[config.mk]
export PLATFORM = sky130hd
export DESIGN_NAME = mips_lsu_flat
export DESIGN_NICKNAME = d
export VERILOG_FILES = /design/src/rtl/mips_lsu_pkg.sv /design/src/rtl/mips_lsu_if.sv /design/src/rtl/mips_lsu_align.sv /design/src/rtl/mips_lsu.sv /design/src/flat_wrapper.sv
export SDC_FILE = /design/constraint.sdc
export NUM_CORES = 1
export LEC_CHECK = 0
export ABC_AREA = 1
export CAP_MARGIN = 20
export CORE_UTILIZATION = 38
export DETAILED_ROUTE_END_ITERATION = 8
export MAX_ROUTING_LAYER = met4
export PLACE_DENSITY = 0.64
export SLEW_MARGIN = 40
export SYNTH_ARGS = -nofsm -noshare
export SYNTH_HDL_FRONTEND = slang
export SYNTH_SLANG_ARGS = --single-unit
[constraint.sdc]
create_clock -name clk -period 9.7 [get_ports clk]
set_input_delay 1.455 -clock clk [delete_from_list [all_inputs] [get_ports clk]]
set_output_delay 1.455 -clock clk [all_outputs]
set_load 0.02 [all_outputs]
[src/rtl/mips_lsu_pkg.sv]
// Shared types and helpers for the MIPS load/store unit.
// Opcode encoding matches the datapath's lsu_op field.
package mips_lsu_pkg;

  localparam int LSU_LANES = 4;

  typedef enum logic [3:0] {
    LB  = 4'd0,
    LBU = 4'd1,
    LH  = 4'd2,
    LHU = 4'd3,
    LW  = 4'd4,
    LWL = 4'd5,
    LWR = 4'd6,
    SB  = 4'd8,
    SH  = 4'd9,
    SW  = 4'd10
  } lsu_op_t;

  typedef enum logic [1:0] {
    ST_IDLE  = 2'd0,
    ST_ISSUE = 2'd1,
    ST_WAIT  = 2'd2,
    ST_DONE  = 2'd3
  } lsu_state_t;

  function automatic logic is_load(lsu_op_t op);
    return op inside {LB, LBU, LH, LHU, LW, LWL, LWR};
  endfunction

  function automatic logic is_store(lsu_op_t op);
    return op inside {SB, SH, SW};
  endfunction

endpackage

[src/rtl/mips_lsu_if.sv]
// Request/response channel from the datapath plus the data-memory bus.
// slave is the LSU's view; master is the datapath/memory side.
interface mips_lsu_if #(
  parameter int ADDR_W = 32,
  parameter int DATA_W = 32
);
  import mips_lsu_pkg::*;

  logic              req_valid;
  logic              req_ready;
  lsu_op_t           req_op;
  logic [ADDR_W-1:0] req_addr;
  logic [DATA_W-1:0] req_wdata;
  logic [DATA_W-1:0] req_rt;
  logic              resp_valid;
  logic [DATA_W-1:0] resp_data;
  logic              resp_err;
  logic [ADDR_W-1:0] mem_address;
  logic              mem_wr_en;
  logic              mem_read_en;
  logic [3:0]        mem_byte_en;
  logic [DATA_W-1:0] mem_wdata;
  logic [DATA_W-1:0] mem_rdata;

  modport slave (
    input  req_valid, req_op, req_addr, req_wdata, req_rt, mem_rdata,
    output req_ready, resp_valid, resp_data, resp_err,
           mem_address, mem_wr_en, mem_read_en, mem_byte_en, mem_wdata
  );

  modport master (
    output req_valid, req_op, req_addr, req_wdata, req_rt, mem_rdata,
    input  req_ready, resp_valid, resp_data, resp_err,
           mem_address, mem_wr_en, mem_read_en, mem_byte_en, mem_wdata
  );

endinterface

[src/rtl/mips_lsu_align.sv]
// Combinational lane logic: misalignment, big-endian store lanes and
// load extract / sign-extend / LWL-LWR merge.
module mips_lsu_align
  import mips_lsu_pkg::*;
(
  input  lsu_op_t     op,
  input  logic [1:0]  k,
  input  logic [31:0] w,
  input  logic [31:0] rt,
  input  logic [31:0] wdata,
  output logic        misalign,
  output logic [3:0]  byte_en,
  output logic [31:0] st_wdata,
  output logic [31:0] ld_data
);

  // lane[i] is the byte at address offset i (big-endian)
  logic [7:0]  lane [LSU_LANES];
  logic [7:0]  b_sel;
  logic [15:0] h_sel;

  generate
    for (genvar gi = 0; gi < LSU_LANES; gi++) begin : g_lane
      assign lane[gi] = w[31-8*gi -: 8];
    end
  endgenerate

  assign b_sel = lane[k];
  assign h_sel = k[1] ? w[15:0] : w[31:16];

  always_comb begin
    misalign = 1'b0;
    byte_en  = is_load(op) ? 4'b1111 : 4'b0000;
    st_wdata = wdata;
    ld_data  = w;
    case (op)
      LB:  ld_data = {{24{b_sel[7]}}, b_sel};
      LBU: ld_data = {24'd0, b_sel};
      LH: begin
        misalign = k[0];
        ld_data  = {{16{h_sel[15]}}, h_sel};
      end
      LHU: begin
        misalign = k[0];
        ld_data  = {16'd0, h_sel};
      end
      LW:  misalign = |k;
      LWL: begin
        case (k)
          2'd0:    ld_data = w;
          2'd1:    ld_data = {w[23:0], rt[7:0]};
          2'd2:    ld_data = {w[15:0], rt[15:0]};
          default: ld_data = {w[7:0], rt[23:0]};
        endcase
      end
      LWR: begin
        case (k)
          2'd3:    ld_data = w;
          2'd2:    ld_data = {rt[31:24], w[31:8]};
          2'd1:    ld_data = {rt[31:16], w[31:16]};
          default: ld_data = {rt[31:8], w[31:24]};
        endcase
      end
      SB: begin
        byte_en  = 4'b0001 << k;
        st_wdata = {4{wdata[7:0]}};
      end
      SH: begin
        misalign = k[0];
        byte_en  = k[1] ? 4'b1100 : 4'b0011;
        st_wdata = {2{wdata[15:0]}};
      end
      SW: begin
        misalign = |k;
        byte_en  = 4'b1111;
      end
      default: ;
    endcase
  end

endmodule

[src/rtl/mips_lsu.sv]
// MIPS load/store unit: turns one request into a single aligned memory
// transaction and returns a one-cycle response pulse.
module mips_lsu
  import mips_lsu_pkg::*;
#(
  parameter int ADDR_W = 32,
  parameter int DATA_W = 32
) (
  input logic       clk,
  input logic       reset,
  mips_lsu_if.slave bus
);

  lsu_state_t        state_reg, state_next;
  lsu_op_t           op_reg;
  logic [1:0]        k_reg;
  logic [DATA_W-1:0] rt_reg;
  logic [DATA_W-1:0] result_reg;
  logic              err_reg;
  logic [ADDR_W-1:0] mem_address_reg;
  logic [3:0]        mem_byte_en_reg;
  logic [DATA_W-1:0] mem_wdata_reg;
  logic              mem_wr_en_reg;
  logic              mem_read_en_reg;

  logic       accept;
  logic       bad_req;
  lsu_op_t    op_sel;
  logic [1:0] k_sel;
  logic       al_misalign;
  logic [3:0] al_byte_en;
  logic [31:0] al_st_wdata;
  logic [31:0] al_ld_data;

  // In IDLE the aligner looks at the live request; afterwards at the latched one
  assign op_sel  = (state_reg == ST_IDLE) ? bus.req_op : op_reg;
  assign k_sel   = (state_reg == ST_IDLE) ? bus.req_addr[1:0] : k_reg;
  assign accept  = (state_reg == ST_IDLE) && bus.req_valid;
  assign bad_req = !(is_load(bus.req_op) || is_store(bus.req_op)) || al_misalign;

  mips_lsu_align u_align (
    .op       (op_sel),
    .k        (k_sel),
    .w        (bus.mem_rdata),
    .rt       (rt_reg),
    .wdata    (bus.req_wdata),
    .misalign (al_misalign),
    .byte_en  (al_byte_en),
    .st_wdata (al_st_wdata),
    .ld_data  (al_ld_data)
  );

  always_ff @(posedge clk or posedge reset) begin
    if (reset) state_reg <= ST_IDLE;
    else       state_reg <= state_next;
  end

  always_comb begin
    state_next = state_reg;
    case (state_reg)
      ST_IDLE:  if (bus.req_valid) state_next = bad_req ? ST_DONE : ST_ISSUE;
      ST_ISSUE: state_next = is_load(op_reg) ? ST_WAIT : ST_DONE;
      ST_WAIT:  state_next = ST_DONE;
      default:  state_next = ST_IDLE;
    endcase
  end

  always_ff @(posedge clk or posedge reset) begin
    if (reset) begin
      op_reg          <= LB;
      k_reg           <= 2'd0;
      rt_reg          <= '0;
      result_reg      <= '0;
      err_reg         <= 1'b0;
      mem_address_reg <= '0;
      mem_byte_en_reg <= 4'b0000;
      mem_wdata_reg   <= '0;
      mem_wr_en_reg   <= 1'b0;
      mem_read_en_reg <= 1'b0;
    end else begin
      mem_wr_en_reg   <= 1'b0;
      mem_read_en_reg <= 1'b0;
      if (accept) begin
        op_reg     <= bus.req_op;
        k_reg      <= bus.req_addr[1:0];
        rt_reg     <= bus.req_rt;
        result_reg <= '0;
        err_reg    <= bad_req;
        // Rejected requests leave the memory-side registers untouched
        if (!bad_req) begin
          mem_address_reg <= {bus.req_addr[ADDR_W-1:2], 2'b00};
          mem_byte_en_reg <= al_byte_en;
          mem_wdata_reg   <= al_st_wdata;
          mem_read_en_reg <= is_load(bus.req_op);
          mem_wr_en_reg   <= is_store(bus.req_op);
        end
      end
      if (state_reg == ST_WAIT) result_reg <= al_ld_data;
    end
  end

  always_comb begin
    bus.req_ready   = (state_reg == ST_IDLE);
    bus.resp_valid  = (state_reg == ST_DONE);
    bus.resp_err    = (state_reg == ST_DONE) && err_reg;
    bus.resp_data   = result_reg;
    bus.mem_address = mem_address_reg;
    bus.mem_byte_en = mem_byte_en_reg;
    bus.mem_wdata   = mem_wdata_reg;
    bus.mem_wr_en   = mem_wr_en_reg;
    bus.mem_read_en = mem_read_en_reg;
  end

endmodule

[src/flat_wrapper.sv]
// flat-port wrapper written by rule: the top's interface ports become plain ports
module mips_lsu_flat import mips_lsu_pkg::*;
#(
  parameter int ADDR_W = 32,
  parameter int DATA_W = 32
)
  (clk, reset, bus_req_valid, bus_req_op, bus_req_addr, bus_req_wdata, bus_req_rt, bus_mem_rdata, bus_req_ready, bus_resp_valid, bus_resp_data, bus_resp_err, bus_mem_address, bus_mem_wr_en, bus_mem_read_en, bus_mem_byte_en, bus_mem_wdata);
  mips_lsu_if #(.ADDR_W(ADDR_W), .DATA_W(DATA_W)) bus_i ();
  input logic clk;
  input logic reset;
  input wire logic [$bits(bus_i.req_valid)-1:0] bus_req_valid;
  input wire logic [$bits(bus_i.req_op)-1:0] bus_req_op;
  input wire logic [$bits(bus_i.req_addr)-1:0] bus_req_addr;
  input wire logic [$bits(bus_i.req_wdata)-1:0] bus_req_wdata;
  input wire logic [$bits(bus_i.req_rt)-1:0] bus_req_rt;
  input wire logic [$bits(bus_i.mem_rdata)-1:0] bus_mem_rdata;
  output wire logic [$bits(bus_i.req_ready)-1:0] bus_req_ready;
  output wire logic [$bits(bus_i.resp_valid)-1:0] bus_resp_valid;
  output wire logic [$bits(bus_i.resp_data)-1:0] bus_resp_data;
  output wire logic [$bits(bus_i.resp_err)-1:0] bus_resp_err;
  output wire logic [$bits(bus_i.mem_address)-1:0] bus_mem_address;
  output wire logic [$bits(bus_i.mem_wr_en)-1:0] bus_mem_wr_en;
  output wire logic [$bits(bus_i.mem_read_en)-1:0] bus_mem_read_en;
  output wire logic [$bits(bus_i.mem_byte_en)-1:0] bus_mem_byte_en;
  output wire logic [$bits(bus_i.mem_wdata)-1:0] bus_mem_wdata;
  assign bus_i.req_valid = bus_req_valid;
  assign bus_i.req_op = bus_req_op;
  assign bus_i.req_addr = bus_req_addr;
  assign bus_i.req_wdata = bus_req_wdata;
  assign bus_i.req_rt = bus_req_rt;
  assign bus_i.mem_rdata = bus_mem_rdata;
  assign bus_req_ready = bus_i.req_ready;
  assign bus_resp_valid = bus_i.resp_valid;
  assign bus_resp_data = bus_i.resp_data;
  assign bus_resp_err = bus_i.resp_err;
  assign bus_mem_address = bus_i.mem_address;
  assign bus_mem_wr_en = bus_i.mem_wr_en;
  assign bus_mem_read_en = bus_i.mem_read_en;
  assign bus_mem_byte_en = bus_i.mem_byte_en;
  assign bus_mem_wdata = bus_i.mem_wdata;
  mips_lsu #(.ADDR_W(ADDR_W), .DATA_W(DATA_W)) u_core (.clk(clk), .reset(reset), .bus(bus_i));
endmodule
=== Word level (Yosys, flattened, before mapping) ===
Cells that the tools add are included.

* Add/subtract/negate cells: 0
* Multipliers: 0
* Div/mod/pow operators: 0
* $lt $le $gt $ge: 1
* Eq/ne operators: 31
* Shifts and indexed selects: 1
* Multiplexer cells: 24
* Bitwise logic cells: 2
* Reduce and logical (&&, ||, !) cells: 19

{| class="wikitable"
|+ Operators with widths
! cell !! number
|-
| $pmux W32 S3 || 2
|-
| $pmux W32 S6 || 1
|-
| $mux W32 || 2
|-
| $pmux W32 S2 || 1
|-
| $eq A4 B3 Y1 const B || 9
|-
| $eq A4 B2 Y1 const B || 6
|-
| $eq A4 B4 Y1 const B || 6
|-
| $reduce_bool A7 Y1 || 3
|-
| $bmux W8 S2 || 1
|-
| $mux W16 || 1
|-
| $mux W8 || 2
|-
| $eq A4 B1 Y1 const B || 3
|-
| $logic_not A4 Y1 || 3
|-
| $mux W4 || 3
|-
| $pmux W4 S3 || 1
|-
| $eq A2 B2 Y1 const B || 4
|-
| $mux W2 || 3
|-
| $pmux W2 S3 || 1
|-
| $mux W1 || 5
|-
| $eq A2 B1 Y1 const B || 2
|-
| $logic_not A2 Y1 || 2
|-
| $reduce_or A2 Y1 || 2
|-
| $shl A1 B2 Y4 const A || 1
|-
| $ge A3 B3 Y1 const B || 1
|-
| other kinds (11) || 13
|}

* Register bits: 141
* Bits in latches: 0
* RAM bits: 0
* Bits in read-only memories: 0
* Bits of input ports: 135
* Output and inout bits: 105
* Word-level logic and storage cells: 89
* Memories: 0

=== Logic depth before layout (Yosys ltp) ===
Gate-level depths: netlist of the first run.

* Depth after elaboration: 9
* Depth in mapped cells: 17

=== Modules after synthesis ===
A second synthesis of the first run with hierarchy kept.

* Cells, all modules: 1192
* Area total of the unflattened synthesis: 8404.3 µm²

{| class="wikitable"
|+ Modules (own cells, without submodules)
! module !! times used !! cells each !! area an instance (µm²) !! seq. area each (µm²)
|-
| mips_lsu || 1 || 572 || 5652.9 || 3528.4
|-
| mips_lsu_align || 1 || 620 || 2751.4 || 0.0
|}

=== Worst setup path before layout of the first run ===
OpenSTA, ideal clock, no wires.

* Kind: input-to-reg
* Start: input port bus_req_op[1]
* End: register u_core.mem_byte_en_reg[0], in the netlist u_core.bus.mem_byte_en[0]
* Arrival: 2548 ps
* Required time: 9583 ps
* Setup slack: 7036 ps
* Cell stages on the path: 11
* Path buffers: 2
* Path through: nand2_1 -> nand2_1 -> nor2_1 -> nand2_1 -> nand2_1 -> nand2_1 -> nand4_2 -> buf_4 -> buf_4 -> nand2_1 -> nand2_1

* Cells in the longest elaborated chain, start to end: 7

{| class="wikitable"
|+ RTL lines
! element !! line !! source
|-
| from (decl) || flat_wrapper.sv:12 || <nowiki>input wire logic [$bits(bus_i.req_op)-1:0] bus_req_op;</nowiki>
|-
| $mux W4 (tied with other cells) || mips_lsu.sv:36 || <nowiki>assign op_sel = (state_reg == ST_IDLE) ? bus.req_op : op_reg;</nowiki>
|-
| $eq A4 B2 Y1 (tied with other cells) || mips_lsu_pkg.sv:28, mips_lsu_align.sv:36 ||
|-
| $reduce_or A3 Y1 (no line) (tied with other cells) || n/a ||
|-
| $pmux W1 S2 or $logic_not A1 Y1 (tied branches) || mips_lsu_align.sv:36, mips_lsu.sv:39 ||
|-
| $logic_or A1 B1 Y1 || mips_lsu.sv:39 || <nowiki>assign bad_req = !(is_load(bus.req_op) || is_store(bus.req_op)) || al_misalign;</nowiki>
|-
| $not A1 Y1 (no line) || n/a ||
|-
| $reduce_and A2 Y1 (no line) || n/a ||
|-
| to (signal assigned) || mips_lsu.sv:92 || <nowiki>mem_byte_en_reg <= al_byte_en;</nowiki>
|-
| to (decl) || mips_lsu.sv:21 || <nowiki>logic [3:0] mem_byte_en_reg;</nowiki>
|}

Parallel ways exist; a longest one is shown, timed or not.
A chain may end at the register's enable or synchronous reset.

=== Worst setup path in the final report of the first run ===
* Start: input port bus_req_addr[1]
* End: register u_core.result_reg[17], in the netlist u_core.bus.resp_data[17]

* Cells in the longest elaborated chain, start to end: 7

{| class="wikitable"
|+ RTL lines
! element !! line !! source
|-
| from (decl) || flat_wrapper.sv:13 || <nowiki>input wire logic [$bits(bus_i.req_addr)-1:0] bus_req_addr;</nowiki>
|-
| $mux W2 * || mips_lsu.sv:37 || <nowiki>assign k_sel = (state_reg == ST_IDLE) ? bus.req_addr[1:0] : k_reg;</nowiki>
|-
| $not A2 Y3 (implied by the code) || mips_lsu_align.sv:28 || <nowiki>assign b_sel = lane[k];</nowiki>
|-
| $bmux W8 S2 || mips_lsu_align.sv:28 ||
|-
| $mux W8 (implied by the code) (2 in series) || mips_lsu_align.sv:28 ||
|-
| $pmux W32 S6 * || mips_lsu_align.sv:36 || <nowiki>case (op)</nowiki>
|-
| $mux W32 * || mips_lsu.sv:98 || <nowiki>if (state_reg == ST_WAIT) result_reg <= al_ld_data;</nowiki>
|-
| to (signal assigned) || mips_lsu.sv:98 ||
|-
| to (decl) || mips_lsu.sv:18 || <nowiki>logic [DATA_W-1:0] result_reg;</nowiki>
|}

Mark *: on every way between the ends. The rest lies on a longest branch, timed or not. The select of a mux whose other input is x is not followed.

==> run metrics, run 1 <==
kind of launch point of the worst setup path=primary input; Placed Instances=roughly 1,800; share of cells above drive strength 1=between 4 and 5%; number of flops mapped to enable cells by yosys=0; max-slew violations=0; post-DP HPWL=just over 20,000 um; mean instance size in the synthesized netlist=about 6.5 um^2; dominant cell type by area after synthesis=dfrtp_1; dominant cell by count in the synthesized netlist=nand2_1; horizontal die dimension=151.7 um; IO Count=240; # hold bufs at CTS=0; overall routing resource usage=27.13%; worst supply voltage drop on vdd=~0.14 mV; TritonCTS clock tree=built; number of unique standard cell types used by synthesis=30; instance count of the mapped netlist=between 1,000 and 1,500; crit-path leading delay family=simple AND/OR/NAND/NOR gates; maximum number of buffers from clock root to sink=2; Seq cells post-synth=~140; TritonCTS buffer count=17; leakage component of the power=5.735 nW; clock slew at the register clock pins of the worst setup and hold paths=0.07 ns; initial drt markers=a little under 700; global-route wire length before repair=45,980 um; total grt overflow=0; number of max-cap violations=0; maximum clock skew at final layout=roughly 0.014 ns; top cell types by occurrence after synthesis=nand2_1 (644), dfrtp_1 (141), o21ai_0 (105); routed vias/inst=5.073; yosys warns=0; Antenna Nets Post-Route=0; worst endpoint required time=about 10 ns; number of I/O port buffers=~240; maximum number of pins on one net before global-route repair=83; root buffer cell=clkbuf_16; Synth Cell Area=8519 um^2; setup violators final=0; DRC Markers=0; Net count, final=1,644; worst-skew pair later-pin latency=about 0.44 ns; cells traversed along the worst timing path=clkdlybuf4s50_1 -> nand2_1 -> nand2_4 -> nand2_2 -> inv_2 -> a21oi_1 -> nand2_1 -> nand2_1 -> inv_1 -> nand2_1 -> nand2_1 -> nand2_1; Fmax achieved=roughly 270 MHz; Crit Path Category=in2reg; count of TritonRoute iterations in the first routing pass=5; primary flip-flop cell chosen by synthesis mapping=dfrtp_1; die height=around 150 um; Total Neg Setup Slack=0 ns; vias in the first global route=8,532; Max Fanout on Critical Path=between 50 and 60; placer's final routability congestion estimate=~0.94; run status=finished clean; std cell rows=54; most used cell, CP=nand2_1; drt wl/cell=about 17 um; number of hold-slack violations in the final timing report=0; top cell type's share of synthesized area=roughly 41%; cell at the slowest stage of the critical path=nand2_4; diode count=0; post-route fraction of the period consumed by the critical path=38.72%; Resized Gates After CTS=0; RSZ-0062 raised after global routing=false; arrival time worst endpoint=a little over 4 ns; kind of end point of the critical path=register; initial core utilization=between 30% and 40%; Power Dens Cells=between 300 and 400 nW/um^2; sum of routed wire length over all layers=around 30,000 um; dominant cells by area after synthesis=dfrtp_1 (41%), nand2_1 (28%), o21ai_0 (6.2%); pin slew with the least headroom to its limit=about 0.9 ns; minimum period implied by the final worst setup slack=between 3 and 4 ns; setup fix buffers added after clock tree synthesis=0; core box area=between 20,000 and 25,000 um^2; DIE AREA=around 23,000 um^2; antenna violations before repair=0; worst slew slack as a fraction of its limit=roughly two fifths; TritonCTS Sinks=between 100 and 150; total number of vias=9,121; share of synthesized registers carrying an async set or reset=100.0%; count of H-tree levels built during CTS=4; sequential area share after synthesis=about 41%; number of standard cells in the final layout excluding fillers=around 1,800; area grow syn2layout=35.51%; worst path buffer plus inverter count=3; delay of the slowest cell on the worst path=0.51 ns; path type of the worst min-delay path=reg2reg
worst register-to-register path: cells and delay by family, from the launching register on:
kind                       cells  cell delay (ns)
AOI/OAI and AO/OA              1             0.31
adders and majority gates      1             0.52
buffers and inverters          3             0.68
DFF                            1             0.42
and+or+nand+nor                8             1.48
cell families after synthesis:
family / count (synthesis) / share of synthesized area [%]
adder cells (fa/ha/maj): 4 / 0.5875
AO/OA/AOI/OAI: 180 / 11.00
flip-flops: 141 / 41.42
AND/OR/NAND/NOR: 806 / 37.98
other: 1 / 0.04402
buffers and inverters: 175 / 8.973
path summary, 6_finish.rpt:
path,slack (ns),cells after the start,to,start
setup / recovery,5.94,12,u_core.bus.resp_data[17],bus_req_addr[1]
hold / removal,0.48,2,u_core.bus.mem_byte_en[1],u_core.bus.mem_byte_en[1]
setup reg to reg,6.15,13,u_core.bus.resp_data[8],u_core.state_reg[0]
hold reg to reg,0.48,2,u_core.bus.mem_byte_en[1],u_core.bus.mem_byte_en[1]
max in group asynchronous,7.22,3,u_core.bus.mem_wdata[0],reset
min in group asynchronous,1.52,2,u_core.bus.resp_data[0],reset
area by class of cell:
cell class,count,area (um^2)
well taps,280,350.3
clock buffers,18,429.2
multi-input cells,992,4259
repair buffers,245,2436
inverters,108,417.9
flip-flops and latches,141,3528
fillers,2157,10350
clock inverters,14,123.9
per-layer routing:
layer / part of all wire [%] / global-route usage [%] / vias up
met1: 42 / 33.89 / 4170
met3: 8.1 / 5.269 / 66
met2: 47 / 42.55 / 420
met4: 3.7 / 12.03 / 0
li1: - / - / 4465
met5: 0 / - / -
report_power, final:
part | switching, mW | internal (mW)
clock | 0.296 | 0.337
sequential | 0.138 | 0.856
combinational | 1.74 | 0.885
per-stage QoR:
step	instance area [um^2]	hold WS, ns	worst slack (ns)	total power, mW	utilization (%)
6_report	11540	0.4751	5.944	4.249	52.74
5_1_grt	11540	0.4973	5.739	4.605	52.74
4_1_cts	11530	0.4809	5.675	4.245	52.67
3_3_place_gp	10970	0.4625	5.191	3.566	50.09
2_1_floorplan	8523	0.4436	4.464	2.711	-
3_5_place_dp	10980	0.4640	5.268	3.598	50.15
cells in the final DEF (no fill, tap or decap), types with 2 or more instances in the layout:
cell type | netlist | layout
clkinvlp_4 | 0 | 2
o21ai_0 | 105 | 105
nand3_1 | 77 | 77
conb_1 | 1 | 2
ha_1 | 4 | 4
inv_2 | 4 | 4
inv_1 | 104 | 101
inv_4 | 0 | 2
clkdlybuf4s50_1 | 0 | 237
clkinv_4 | 0 | 3
clkbuf_16 | 0 | 17
nand2_2 | 8 | 9
nand4_1 | 2 | 2
buf_4 | 11 | 7
nor2_1 | 60 | 57
nand2_1 | 644 | 643
nand2_4 | 2 | 2
a21oi_1 | 51 | 51
o21ai_1 | 10 | 10
o211ai_1 | 11 | 11
nor2_2 | 6 | 7
inv_8 | 0 | 4
dfrtp_1 | 141 | 141
inv_6 | 0 | 5
nor2_4 | 2 | 4
Power figures use the tool's default switching activity.
==> run 2, diff against run 1 <==
--- a/config.mk
+++ b/config.mk
@@ -10,7 +10,7 @@
 export CORE_UTILIZATION = 38
 export DETAILED_ROUTE_END_ITERATION = 8
 export MAX_ROUTING_LAYER = met4
-export PLACE_DENSITY = 0.64
+export PLACE_DENSITY = 0.66
 export SLEW_MARGIN = 40
 export SYNTH_ARGS = -nofsm -noshare
 export SYNTH_HDL_FRONTEND = slang
==> constraint.sdc (replaced) <==
create_clock -name clk -period 3.18 [get_ports clk]
set_input_delay 0.477 -clock clk [delete_from_list [all_inputs] [get_ports clk]]
set_output_delay 0.477 -clock clk [all_outputs]
set_load 0.02 [all_outputs]
==> run metrics, run 2 (synthesis gave the netlist of run 1 again) <==
run status=finished clean; vias in the first global route=8,492 (-0.47%); clock slew at the register clock pins of the worst setup and hold paths=0.06 ns (about the same); std cell rows=54 (unchanged); max-slew violations=0 (unchanged); leakage component of the power=5.839 nW (+1.8%); die height=151.7 um (unchanged); share of cells above drive strength 1=5.599% (+0.92 points); Resized Gates After CTS=0 (unchanged); worst slew slack as a fraction of its limit=50.50% (+9.5 points); TritonCTS clock tree=built; Net count, final=1,662 (+1.1%); share of power burned in the clock network=15.1% (+0.2 points); global-route wire length before repair=46,340 um (+0.78%); sequential share of power=23.2% (-0.2 points); number of standard cells in the final layout excluding fillers=1,818 (+1.1%); Cell Area, Placed=11,110 um^2 (+1.2%); worst path buffer plus inverter count=3 (unchanged); initial drt markers=747 (+9.2%); maximum clock skew at final layout=0.009745 ns (-0.004355 ns); sum of routed wire length over all layers=30,310 um (+0.27%); TritonCTS buffer count=17 (unchanged); total grt overflow=0 (unchanged); worst hold stages=2 (unchanged); number of I/O port buffers=237 (unchanged); cells traversed along the worst timing path=inv_1 -> ha_1 -> buf_4 -> nand2_1 -> nand2_1 -> nor2_1 -> nand2_2 -> nand3_4 -> inv_2 -> a21oi_1 -> nand2_1 -> nand2_1; logic gate share of total power=61.8% (about the same); Antenna Nets Post-Route=0 (unchanged); area grow syn2layout=37.54%; path type of the worst min-delay path=reg2reg; number of max-cap violations=0 (unchanged); post-route fraction of the period consumed by the critical path=between 90 and 100%; core box area=21,890 um^2 (unchanged); DRC Markers=0 (unchanged); # hold bufs at CTS=0 (unchanged); reg2reg path depth=12 (-1); horizontal die dimension=151.7 um (unchanged); final design utilization=53.53% (+0.79 points); antenna violations before repair=2 (+2); sw power=6.622 mW (+200%); kind of end point of the critical path=register; Placed Instances=1,783 (+0.96%); count of H-tree levels built during CTS=4 (unchanged); Crit Path Category=reg2reg; worst-skew pair later-pin latency=0.43 ns (about the same); overall routing resource usage=27.30% (+0.17 points); crit-path leading delay family=simple AND/OR/NAND/NOR gates; delay of the slowest cell on the worst path=0.47 ns (-0.04 ns); count of TritonRoute iterations in the first routing pass=6 (+1); worst supply voltage drop on vdd=0.6219 mV (+330%); drt wl/cell=16.67 um (-0.83%); total number of vias=9,205 (+0.92%); minimum period implied by the final worst setup slack=~3 ns; cell-internal power=6.577 mW (+220%); number of hold-slack violations in the final timing report=0 (unchanged); post-DP HPWL=21,460 um (+3.7%); RSZ-0062 raised after global routing=false; TritonCTS Sinks=141 (unchanged); commonest cells after routing, fill and taps aside=nand2_1 (644), clkdlybuf4s50_1 (237), dfrtp_1 (141), o21ai_0 (105), inv_1 (102); maximum number of pins on one net before global-route repair=142 (+71%); Total Neg Setup Slack=0 ns (unchanged); root buffer cell=clkbuf_16; Final Instance Area=11,720 um^2 (+1.5%); initial core utilization=38.92% (unchanged); placer's final routability congestion estimate=0.9865 (+4.8%); pin slew with the least headroom to its limit=0.7425 ns (-0.1393 ns); IO Count=240 (unchanged); cell at the slowest stage of the critical path=inv_2; worst endpoint required time=3.48 ns (-6.54 ns); setup fix buffers added after clock tree synthesis=0 (unchanged); DIE AREA=23,020 um^2 (unchanged); stages on the worst setup path=12 (unchanged); arrival time worst endpoint=3.23 ns (-0.84 ns); most common library cell in the layout ignoring fill and taps=nand2_1; kind of launch point of the worst setup path=register; setup violators final=0 (unchanged); Power Dens Cells=1126 nW/um^2 (+210%); Max Fanout on Critical Path=26 (-53%); routed vias/inst=5.063 (-0.19%); switching share of total power=50.17% (-0.93 points); most used cell, CP=nand2_1; maximum number of buffers from clock root to sink=2 (unchanged); Fmax achieved=~340 MHz
-- run 2: final timing paths --
kind | startpoint | slack (ns) | endpoint
worst min register to register | u_core.bus.mem_wdata[0] | 0.48 | u_core.bus.mem_wdata[0]
max in group asynchronous | reset | 1.97 | u_core.bus.resp_data[16]
worst max-delay path | u_core.state_reg[0] | 0.25 | u_core.bus.resp_data[31]
worst min-delay path | u_core.bus.mem_wdata[0] | 0.48 | u_core.bus.mem_wdata[0]
min in group asynchronous | reset | 0.49 | u_core.bus.mem_wdata[28]
worst max register to register | u_core.state_reg[0] | 0.25 | u_core.bus.resp_data[31]
-- run 2: power groups by stage --
stage                     registers, mW  clock network (mW)  logic, mW
final                              3.06                1.99       8.16
after global routing               3.15                2.10       9.01
after CTS                          3.06                2.03       8.12
after detailed placement           3.08                   0       8.08
after global placement             3.07                   0       8.00
after floorplan                    3.66                   0       4.60
-- run 2: worst register-to-register path: stages, from the launching register on --
cell and delay [ns]:
dfrtp_1 0.42, inv_1 0.10, ha_1 0.23, buf_4 0.22, nand2_1 0.07, nand2_1 0.20
nor2_1 0.11, nand2_2 0.31, nand3_4 0.30, inv_2 0.47, a21oi_1 0.13, nand2_1 0.17
nand2_1 0.07
-- run 2: area by class of cell --
cell class | count | area [um^2]
antenna | 2 | 5.005
clock buffer | 17 | 425.4
clock inverter | 15 | 152.6
fill | 2155 | 10170
inverter | 108 | 411.6
multi-input combinational | 992 | 4244
sequential | 141 | 3528
tap | 280 | 350.3
timing repair buffer | 263 | 2600
-- run 2: metrics by stage --
step / power, mW / hold slack (ns) / setup slack [ns]
6_report: 13.20 / 0.4762 / 0.2487
5_1_grt: 14.26 / 0.4890 / 0.02837
4_1_cts: 13.21 / 0.4800 / 0.3316
3_5_place_dp: 11.16 / 0.4639 / 0.2957
3_3_place_gp: 11.07 / 0.4607 / 0.3250
2_1_floorplan: 8.270 / 0.4436 / 0.9399
-- run 2: routing by layer --
layer | vias to the layer above | GRT usage, % | share of wire, %
li1 | 4501 | - | -
met1 | 4196 | 33.39 | 41
met2 | 448 | 43.07 | 46
met3 | 60 | 5.509 | 9.0
met4 | 0 | 13.07 | 4.1
met5 | - | - | 0
